`src/rtl/cbfp_restore_if.sv`:
```
// cbfp_restore_if
// Bundles the exponent-push channel, the mantissa-vector channel, the
// restored outputs and the status flags of cbfp_restore.
//   exp_valid/exp_idx/exp_ready : push one per-block shift-index entry
//   valid_in/in_ready/data_*_in : mantissa vector, accepted when an entry is stored
//   data_*_out/valid_out        : restored <12.13> vector, one cycle later
//   exp_count, err_ovf, err_udf : FIFO occupancy and sticky drop flags
// master = producer/consumer side (testbench), slave = cbfp_restore.
interface cbfp_restore_if #(
  parameter int MANT_W      = 12,
  parameter int RES_W       = 25,
  parameter int NCHAN       = 16,
  parameter int BLOCK_SIZE  = 8,
  parameter int NBLOCKS     = NCHAN / BLOCK_SIZE,
  parameter int IDX_W       = $clog2(RES_W),
  parameter int EXP_DEPTH   = 8
);
  logic                                   exp_valid;
  logic        [NBLOCKS-1:0][IDX_W-1:0]   exp_idx;
  logic                                   exp_ready;
  logic                                   valid_in;
  logic                                   in_ready;
  logic signed [NCHAN-1:0][MANT_W-1:0]    data_re_in;
  logic signed [NCHAN-1:0][MANT_W-1:0]    data_im_in;
  logic signed [NCHAN-1:0][RES_W-1:0]     data_re_out;
  logic signed [NCHAN-1:0][RES_W-1:0]     data_im_out;
  logic                                   valid_out;
  logic        [$clog2(EXP_DEPTH):0]      exp_count;
  logic                                   err_ovf;
  logic                                   err_udf;

  modport master (
    output exp_valid, exp_idx, valid_in, data_re_in, data_im_in,
    input  exp_ready, in_ready, data_re_out, data_im_out, valid_out,
           exp_count, err_ovf, err_udf
  );

  modport slave (
    input  exp_valid, exp_idx, valid_in, data_re_in, data_im_in,
    output exp_ready, in_ready, data_re_out, data_im_out, valid_out,
           exp_count, err_ovf, err_udf
  );
endinterface

```
`src/rtl/cbfp_restore.sv`:
```
// cbfp_restore
// Inverse of the CBFP normalizer. Per-block shift indices are pushed ahead of
// their data into an in-order exponent FIFO; each accepted mantissa vector pops
// the head entry and every lane is rescaled to the common <12.13> format:
//   idx <= TRUNC_VALUE : out = in <<< (TRUNC_VALUE - idx)
//   idx >  TRUNC_VALUE : out = in >>> (idx - TRUNC_VALUE)   (floor rounding)
// Ports:
//   clk  - clock
//   rst  - asynchronous active-high reset
//   bus  - cbfp_restore_if.slave (handshakes, data, occupancy, sticky errors)
module cbfp_restore #(
  parameter int MANT_W      = 12,
  parameter int RES_W       = 25,
  parameter int NCHAN       = 16,
  parameter int BLOCK_SIZE  = 8,
  parameter int NBLOCKS     = NCHAN / BLOCK_SIZE,
  parameter int TRUNC_VALUE = 13,
  parameter int IDX_W       = $clog2(RES_W),
  parameter int EXP_DEPTH   = 8
) (
  input logic              clk,
  input logic              rst,
  cbfp_restore_if.slave    bus
);

  localparam int PTR_W = $clog2(EXP_DEPTH);
  localparam int CNT_W = PTR_W + 1;

  typedef logic [NBLOCKS-1:0][IDX_W-1:0] exp_entry_t;

  exp_entry_t                         mem [EXP_DEPTH];
  logic [PTR_W-1:0]                   wr_ptr;
  logic [PTR_W-1:0]                   rd_ptr;
  logic [CNT_W-1:0]                   count;
  logic                               full;
  logic                               empty;
  logic                               push;
  logic                               pop;
  exp_entry_t                         head;
  logic signed [NCHAN-1:0][RES_W-1:0] restored_re;
  logic signed [NCHAN-1:0][RES_W-1:0] restored_im;

  // Handshakes depend only on the registered count, so a full FIFO rejects
  // a push even when a pop frees a slot in the same cycle, and an empty FIFO
  // never forwards a same-cycle push to the data path.
  assign full          = (count >= CNT_W'(EXP_DEPTH));
  assign empty         = (count == '0);
  assign bus.exp_ready = !full;
  assign bus.in_ready  = !empty;
  assign push          = bus.exp_valid && !full;
  assign pop           = bus.valid_in && !empty;
  assign bus.exp_count = count;
  assign head          = mem[rd_ptr];

  // NOTE: sequential state is updated with non-blocking assignments so every
  // register samples the pre-edge values regardless of block ordering.
  always_ff @(posedge clk or posedge rst) begin
    if (rst) begin
      wr_ptr      <= '0;
      rd_ptr      <= '0;
      count       <= '0;
      bus.err_ovf <= 1'b0;
      bus.err_udf <= 1'b0;
    end else begin
      if (push) wr_ptr <= wr_ptr + 1'b1;
      if (pop)  rd_ptr <= rd_ptr + 1'b1;
      case ({push, pop})
        2'b10:   count <= count + 1'b1;
        2'b01:   count <= count - 1'b1;
        default: count <= count;
      endcase
      if (bus.exp_valid && full) bus.err_ovf <= 1'b1;
      if (bus.valid_in && empty) bus.err_udf <= 1'b1;
    end
  end

  // NOTE: the entry storage has no reset; pointers and count are reset, so
  // stale contents are never read, and leaving it out keeps it a plain RAM.
  always_ff @(posedge clk) begin
    if (push) mem[wr_ptr] <= bus.exp_idx;
  end

  // Sign-extend the mantissa to RES_W, then shift toward <12.13>. A left
  // shift never exceeds TRUNC_VALUE, so the 12-bit input always fits.
  function automatic logic signed [RES_W-1:0] restore_lane(
    input logic [MANT_W-1:0] mant,
    input logic [IDX_W-1:0]  idx
  );
    logic signed [RES_W-1:0] ext;
    ext = {{(RES_W-MANT_W){mant[MANT_W-1]}}, mant};
    if (idx <= IDX_W'(TRUNC_VALUE))
      return ext <<< (IDX_W'(TRUNC_VALUE) - idx);
    else
      return ext >>> (idx - IDX_W'(TRUNC_VALUE));
  endfunction

  for (genvar ch = 0; ch < NCHAN; ch++) begin : g_lane
    assign restored_re[ch] = restore_lane(bus.data_re_in[ch], head[ch / BLOCK_SIZE]);
    assign restored_im[ch] = restore_lane(bus.data_im_in[ch], head[ch / BLOCK_SIZE]);
  end

  // Data registers only load on an accepted vector and otherwise hold.
  always_ff @(posedge clk or posedge rst) begin
    if (rst) begin
      bus.data_re_out <= '0;
      bus.data_im_out <= '0;
      bus.valid_out   <= 1'b0;
    end else begin
      bus.valid_out <= pop;
      if (pop) begin
        bus.data_re_out <= restored_re;
        bus.data_im_out <= restored_im;
      end
    end
  end

endmodule

```
`src/flat_wrapper.sv`:
```
// flat-port wrapper written by rule: the top's interface ports become plain ports
module cbfp_restore_flat 
#(
  parameter int MANT_W      = 12,
  parameter int RES_W       = 25,
  parameter int NCHAN       = 16,
  parameter int BLOCK_SIZE  = 8,
  parameter int NBLOCKS     = NCHAN / BLOCK_SIZE,
  parameter int TRUNC_VALUE = 13,
  parameter int IDX_W       = $clog2(RES_W),
  parameter int EXP_DEPTH   = 8
)
  (clk, rst, bus_exp_valid, bus_exp_idx, bus_valid_in, bus_data_re_in, bus_data_im_in, bus_exp_ready, bus_in_ready, bus_data_re_out, bus_data_im_out, bus_valid_out, bus_exp_count, bus_err_ovf, bus_err_udf);
  cbfp_restore_if #(.MANT_W(MANT_W), .RES_W(RES_W), .NCHAN(NCHAN), .BLOCK_SIZE(BLOCK_SIZE), .NBLOCKS(NBLOCKS), .IDX_W(IDX_W), .EXP_DEPTH(EXP_DEPTH)) bus_i ();
  input logic clk;
  input logic rst;
  input wire logic [$bits(bus_i.exp_valid)-1:0] bus_exp_valid;
  input wire logic [$bits(bus_i.exp_idx)-1:0] bus_exp_idx;
  input wire logic [$bits(bus_i.valid_in)-1:0] bus_valid_in;
  input wire logic [$bits(bus_i.data_re_in)-1:0] bus_data_re_in;
  input wire logic [$bits(bus_i.data_im_in)-1:0] bus_data_im_in;
  output wire logic [$bits(bus_i.exp_ready)-1:0] bus_exp_ready;
  output wire logic [$bits(bus_i.in_ready)-1:0] bus_in_ready;
  output wire logic [$bits(bus_i.data_re_out)-1:0] bus_data_re_out;
  output wire logic [$bits(bus_i.data_im_out)-1:0] bus_data_im_out;
  output wire logic [$bits(bus_i.valid_out)-1:0] bus_valid_out;
  output wire logic [$bits(bus_i.exp_count)-1:0] bus_exp_count;
  output wire logic [$bits(bus_i.err_ovf)-1:0] bus_err_ovf;
  output wire logic [$bits(bus_i.err_udf)-1:0] bus_err_udf;
  assign bus_i.exp_valid = bus_exp_valid;
  assign bus_i.exp_idx = bus_exp_idx;
  assign bus_i.valid_in = bus_valid_in;
  assign bus_i.data_re_in = bus_data_re_in;
  assign bus_i.data_im_in = bus_data_im_in;
  assign bus_exp_ready = bus_i.exp_ready;
  assign bus_in_ready = bus_i.in_ready;
  assign bus_data_re_out = bus_i.data_re_out;
  assign bus_data_im_out = bus_i.data_im_out;
  assign bus_valid_out = bus_i.valid_out;
  assign bus_exp_count = bus_i.exp_count;
  assign bus_err_ovf = bus_i.err_ovf;
  assign bus_err_udf = bus_i.err_udf;
  cbfp_restore #(.MANT_W(MANT_W), .RES_W(RES_W), .NCHAN(NCHAN), .BLOCK_SIZE(BLOCK_SIZE), .NBLOCKS(NBLOCKS), .TRUNC_VALUE(TRUNC_VALUE), .IDX_W(IDX_W), .EXP_DEPTH(EXP_DEPTH)) u_core (.clk(clk), .rst(rst), .bus(bus_i));
endmodule
```
`config.mk`:
```
export PLATFORM = sky130hd
export DESIGN_NAME = cbfp_restore_flat
export DESIGN_NICKNAME = d
export VERILOG_FILES = /design/src/rtl/cbfp_restore_if.sv /design/src/rtl/cbfp_restore.sv /design/src/flat_wrapper.sv
export SDC_FILE = /design/constraint.sdc
export NUM_CORES = 2
export LEC_CHECK = 0
export ABC_AREA = 1
export ABC_CLOCK_PERIOD_IN_PS = 54900
export CAP_MARGIN = 5
export CORE_ASPECT_RATIO = 0.7
export CORE_MARGIN = 4
export CORE_UTILIZATION = 23
export CTS_CLUSTER_SIZE = 24
export DETAILED_ROUTE_END_ITERATION = 12
export GPL_ROUTABILITY_DRIVEN = 0
export PLACE_DENSITY = 0.51
export SLEW_MARGIN = 40
export SYNTH_ARGS = -nofsm -noshare
export SYNTH_HDL_FRONTEND = slang
export SYNTH_SLANG_ARGS = --single-unit
```
`constraint.sdc`:
```
create_clock -name clk -period 54.9 [get_ports clk]
set_clock_uncertainty 0.05 [all_clocks]
set_input_delay 13.725 -clock clk [delete_from_list [all_inputs] [get_ports clk]]
set_output_delay 13.725 -clock clk [all_outputs]
set_load 0.02 [all_outputs]
```
### After elaboration in Yosys (flattened, before gate mapping)

Memories as Yosys holds them, arrays and structs flattened.
Index checks and enable logic that the tools add are counted.

| word-level totals | value |
|---|---|
| memories | 1 |
| bits in writable memories | 80 |
| register bits after elaboration | 813 |
| bits in read-only memories | 0 |
| input bits | 398 |
| latch bits | 0 |

| cells by class | value |
|---|---|
| equal/unequal tests | 2 |
| reduce and logical (&&, ||, !) cells | 8 |
| $lt $le $gt $ge | 3 |
| add/sub/neg operators | 8 |
| shift operators | 64 |
| multipliers | 0 |
| mux-type cells | 35 |
| bitwise operators | 0 |
| div/mod/pow operators | 0 |

Memories:

| name | depth | width | rd ports | clocked after Yosys merged registers in | write ports | line | source |
|---|---|---|---|---|---|---|---|
| u_core.mem | 8 | 10 | 1 | 0 | 1 | cbfp_restore.sv:31 | `exp_entry_t mem [EXP_DEPTH];` |

Operators with widths:

| kind | number |
|---|---|
| 25-bit 2-to-1 mux | 32 |
| 12-bit by 5-bit <<< shifter with 25-bit output | 32 |
| 12-bit by 5-bit >>> shifter with 25-bit output | 32 |
| 5-bit by 4-bit <= comparator with 1-bit output, second input constant | 2 |
| 4-bit by 5-bit subtractor with 5-bit output, first input constant | 2 |
| 5-bit by 4-bit subtractor with 5-bit output, second input constant | 2 |
| 4-bit case mux with 2 select lines | 1 |
| 3-bit by 1-bit adder with 3-bit output, second input constant | 2 |
| 4-bit by 1-bit adder with 4-bit output, second input constant | 1 |
| 4-bit >= comparator, second input constant | 1 |
| 1-bit logical AND | 4 |
| 4-bit logical NOT | 1 |
| 4-bit by 1-bit subtractor with 4-bit output, second input constant | 1 |
| 2-bit by 1-bit equality test with 1-bit output, second input constant | 1 |
| 2-bit equality test, second input constant | 1 |
| 1-bit logical NOT | 2 |
| 1-bit 2-to-1 mux | 2 |
| 2-bit nonzero test | 1 |

### Logic depth before layout (Yosys ltp)

| depth | value |
|---|---|
| depth in word-level cells | 5 |
| gate-level depth with buffers | 27 |

### Worst setup path after synthesis

Ideal clock, no wire load.

| path | value |
|---|---|
| path type | in2reg |
| start point | input port bus_valid_in |
| end point | register u_core.count[2], in the netlist u_core.bus.exp_count[2] |
| path slack | 38.899 ns |
| path buffers | 3 |
| data arrival time | 15.832 ns |
| stages on the path | 13 |
| cells stage by stage | nand2_1 > inv_2 > buf_1 > clkbuf_1 > clkbuf_1 > ha_1 > nor2_1 > nor2_1 > ha_1 > a21oi_1 > a21oi_1 > o21ai_0 > o21a_1 |

| between the ends | value |
|---|---|
| longest elaborated chain between the ends | 3 |
| elaborated cells on any way between the ends | 5 |
| classes of those cells | eq/ne: 2; mux: 1; reduce/logical: 2 |

Ends and longest elaborated chain:

| element | line | source |
|---|---|---|
| start: declaration | flat_wrapper.sv:19 | `input wire logic [$bits(bus_i.valid_in)-1:0] bus_valid_in;` |
| 1-bit logical AND * | cbfp_restore.sv:51 | `assign pop = bus.valid_in && !empty;` |
| via u_core.pop | cbfp_restore.sv:38 | `logic pop;` |
| 2-bit by 1-bit equality test with 1-bit output / 2-bit equality test (equally long branches) | cbfp_restore.sv:67 | `case ({push, pop})` |
| 4-bit case mux with 2 select lines / 2-bit nonzero test (equally long branches) | - |  |
| end signal: assignment | cbfp_restore.sv:68 | `2'b10: count <= count + 1'b1;` |
| end signal: assignment | cbfp_restore.sv:69 | `2'b01: count <= count - 1'b1;` |
| end signal: assignment | cbfp_restore.sv:70 | `default: count <= count;` |
| end: declaration | cbfp_restore.sv:34 | `logic [CNT_W-1:0] count;` |

The timed path passes the listed nets; every way through them passes the cells marked *.
A chain may end at the register's enable or synchronous reset.

### Worst setup path after layout

| path | value |
|---|---|
| start point | input port bus_valid_in |
| end point | register u_core.bus.data_im_out[280] |

| between the ends | value |
|---|---|
| longest elaborated chain between the ends | 1 |

Ends and longest elaborated chain:

| element | line | source |
|---|---|---|
| 1-bit logical AND | cbfp_restore.sv:51 |  |
| end signal: assignment | cbfp_restore.sv:112 | `bus.data_im_out <= restored_im;` |
| end: declaration | cbfp_restore_if.sv:40 | `output exp_ready, in_ready, data_re_out, data_im_out, valid_out,` |

No other way between the ends.

==> results.yml <==
setup_path:
  path_delay_family: "buffers and inverters"
  worstSetupEndpointType: "flip-flop"
  cp_cell_sequence: "clkdlybuf4s50_1 -> nand2_4 -> inv_8 -> buf_4 -> buf_4 -> buf_12 -> buf_12 -> buf_4 -> buf_4 -> nand2_1 -> nand2_1 -> nand2_1 -> o22ai_1 -> inv_1"
  rrSetupSlack_ns: 46.58
  start_kind: "input port"
  worstReg2RegStart: "u_core.rd_ptr[0]"
  critPathBufInv: 9
  cp_slowest_cell: "buf_4"
  worstSetupPathType: "in -> reg"
  r2r-end: "u_core.bus.data_re_out[188]"
  slowest_delay_ns: 0.65
  ff2ff_path_depth: 17
  required_ns: 55.52
  cp_max_fo: 142
  arrival_ns: 19.25
  crit_top_cell: "buf_4"
synthesis:
  synth_seq_cells: 893
  ys_types: 44
  syn_avg_cell_area_um2: 5.82
  seq_area_frac_synth: 0.297
  synth_cells: 13169
  syn_nets: 13582
  synthFlopType: "dfrtp_1"
  ys_warn_count: 0
  syn_area_um2: 76600
  synthArstFlopShare: 0.910
  synth_edf_count: 80
worst_hold_path:
  whs_endpoint: "u_core.bus.err_udf"
  holdPathStages: 1
  min_from: "u_core.bus.err_udf"
  hp-class: "reg -> reg"
sta:
  slew_headroom: 0.303
  rsz0062_at_grt: "no"
  holdWs_ns: 0.429
  finalCritPeriodShare: 0.339
  layout_min_cycle_time_ns: 18.63
  max_freq_mhz: 53.7
  finalHoldViolCount: 0
  fin_ws_ns: 36.27
  report.final.setup_viol: 0
  drv_slew: 0
  max_slew.worst_pin.slew_ns: 1.04
  setup-tns-final_ns: 0
global_route:
  overflow: 0
  grt_pass1_wl_um: 719000
  grt_pass1_vias: 87624
  grt_usage: 0.291
  antenna_found_initial: 114
  grt_max_degree: 160
layout:
  postLayoutCoreUtil: 0.289
  layout_commonest_cell: "nand2_1"
  finish.net_count: 14055
  drive_above_1_share: 0.0375
  final_cell_mix: "4867 x nand2_1, 3027 x nand3_1, 1202 x clkdlybuf4s50_1"
  area_growth_pct: 24.7
placement:
  post-place-ws_ns: 35.58
  hpwl_um: 403000
  portBuffers: 1206
routing:
  post_drt_wl_per_cell_um: 28.9
  ant_nets: 0
  dr.pass1.iters: 13
  vias: 99991
  drt_iter0_markers: 16661
  vias_per_cell: 5.50
  drc: 16
  postRouteWirelength_um: 525000
cts:
  post-cts-setup-buffer-count: 0
  hold_buffers: 0
  numCtsBuffers: 107
  cts_max_level: 3
  cts_resized: 0
  root_buffer: "clkbuf_16"
  clockBufferDepth: 3
  insertion_delay_ns: 0.79
  cts_tree: "done"
  cts.clk_slew.worst_paths_ns: 0.07
  cts.sinks: 893
run_status:
  status: "finished with violations"
  violations: "DRC"
floorplanning:
  start_util: 0.232
  dieArea_um2: 342000
  die_h_um: 491
  core_um2: 330000
  die_w_um: 698
  ios: 1207
  rows: 176
flow_run:
  maxCapViolCount: 0
-- sequential cells by signal, summed over array words and instances, names as in the netlist --
register,cells
u_core.bus.err_udf,1
u_core.bus.data_re_out,400
u_core.bus.data_im_out,400
u_core.mem,80
u_core.bus.exp_count,4
u_core.bus.err_ovf,1
u_core.wr_ptr,3
u_core.rd_ptr,3
u_core.bus.valid_out,1
-- worst register-to-register path, delay by kind of cell, from the launching register on --
| family | cells | cell delay (ns) |
|---|---|---|
| AOI/OAI and AO/OA | 1 | 0.34 |
| adders and majority gates | 1 | 0.28 |
| buffers and inverters | 7 | 4.46 |
| DFF | 1 | 0.32 |
| and+or+nand+nor | 8 | 2.83 |
-- per-layer routing --
| layer | track usage | part of all wire | vias up |
|---|---|---|---|
| met5 | 0.0278 | 0.0034 | - |
| met1 | 0.393 | 0.42 | 47686 |
| met2 | 0.356 | 0.36 | 6935 |
| met3 | 0.162 | 0.16 | 1006 |
| met4 | 0.146 | 0.059 | 66 |
| li1 | - | - | 44298 |
-- metrics by stage --
stage          instances  area [um2]
2_1_floorplan      13169       76600
3_3_place_gp       17880       91100
3_5_place_dp       17888       91300
4_1_cts            18086       95200
5_1_grt            18145       95400
6_report           18169       95500
-- how the worst max path moves through the flow --
stage / slack [ns] / endpoint / cells after the start / startpoint
2_1_floorplan: 18.29 / u_core.bus.data_im_out[0] / 1 / rst
3_3_place_gp: 35.63 / u_core.bus.data_im_out[280] / 14 / bus_valid_in
3_5_place_dp: 35.58 / u_core.bus.data_im_out[280] / 14 / bus_valid_in
4_1_cts: 36.46 / u_core.bus.data_im_out[280] / 14 / bus_valid_in
5_1_grt: 36.09 / u_core.bus.data_im_out[283] / 14 / bus_valid_in
6_report: 36.27 / u_core.bus.data_im_out[280] / 14 / bus_valid_in
-- layout make-up --
cell class | count | area, um2
Multi-Input combinational cell | 10693 | 47400
Clock inverter | 62 | 857
Clock buffer | 136 | 2990
Antenna cell | 77 | 193
Timing Repair Buffer | 1370 | 13600
Sequential cell | 893 | 22700
Fill cell | 37325 | 234000
Inverter | 577 | 2220
Tap cell | 4361 | 5460
-- cell usage after synthesis, types with 3 or more instances --
cell type | number | area, um2
nor2_1 | 1113 | 4180
o21bai_1 | 3 | 22.5
nand3_1 | 3030 | 15200
buf_1 | 160 | 601
or2_2 | 43 | 269
clkbuf_1 | 344 | 1290
nand2_4 | 4 | 45.0
dfrtp_1 | 813 | 20300
nand3b_1 | 62 | 465
a31oi_1 | 5 | 31.3
or2_0 | 3 | 18.8
o21ai_1 | 95 | 475
nor3_1 | 10 | 50.1
nand2_1 | 4875 | 18300
edfxtp_1 | 80 | 2400
nor2_2 | 22 | 138
o22ai_1 | 41 | 257
inv_1 | 548 | 2060
inv_2 | 26 | 97.6
buf_4 | 58 | 435
buf_6 | 14 | 158
o21a_1 | 25 | 188
or2_1 | 3 | 18.8
o211ai_1 | 84 | 631
xor2_1 | 4 | 35.0
nand2_2 | 9 | 56.3
ha_1 | 15 | 188
a21oi_1 | 897 | 4490
buf_2 | 430 | 2150
o21ai_0 | 241 | 1210
nand3_2 | 9 | 90.1
nand4_1 | 85 | 532
-- cells by family after synthesis --
group                      share of synthesized area
and+or+nand+nor                                0.514
buffers and inverters                         0.0889
xor gates and xnor gates                     0.00168
adders and majority gates                    0.00245
DFF                                            0.297
AOI/OAI and AO/OA                             0.0962
Power is not shown: default switching activity piles up to over one toggle a cycle in this logic, so the estimate is an artifact.
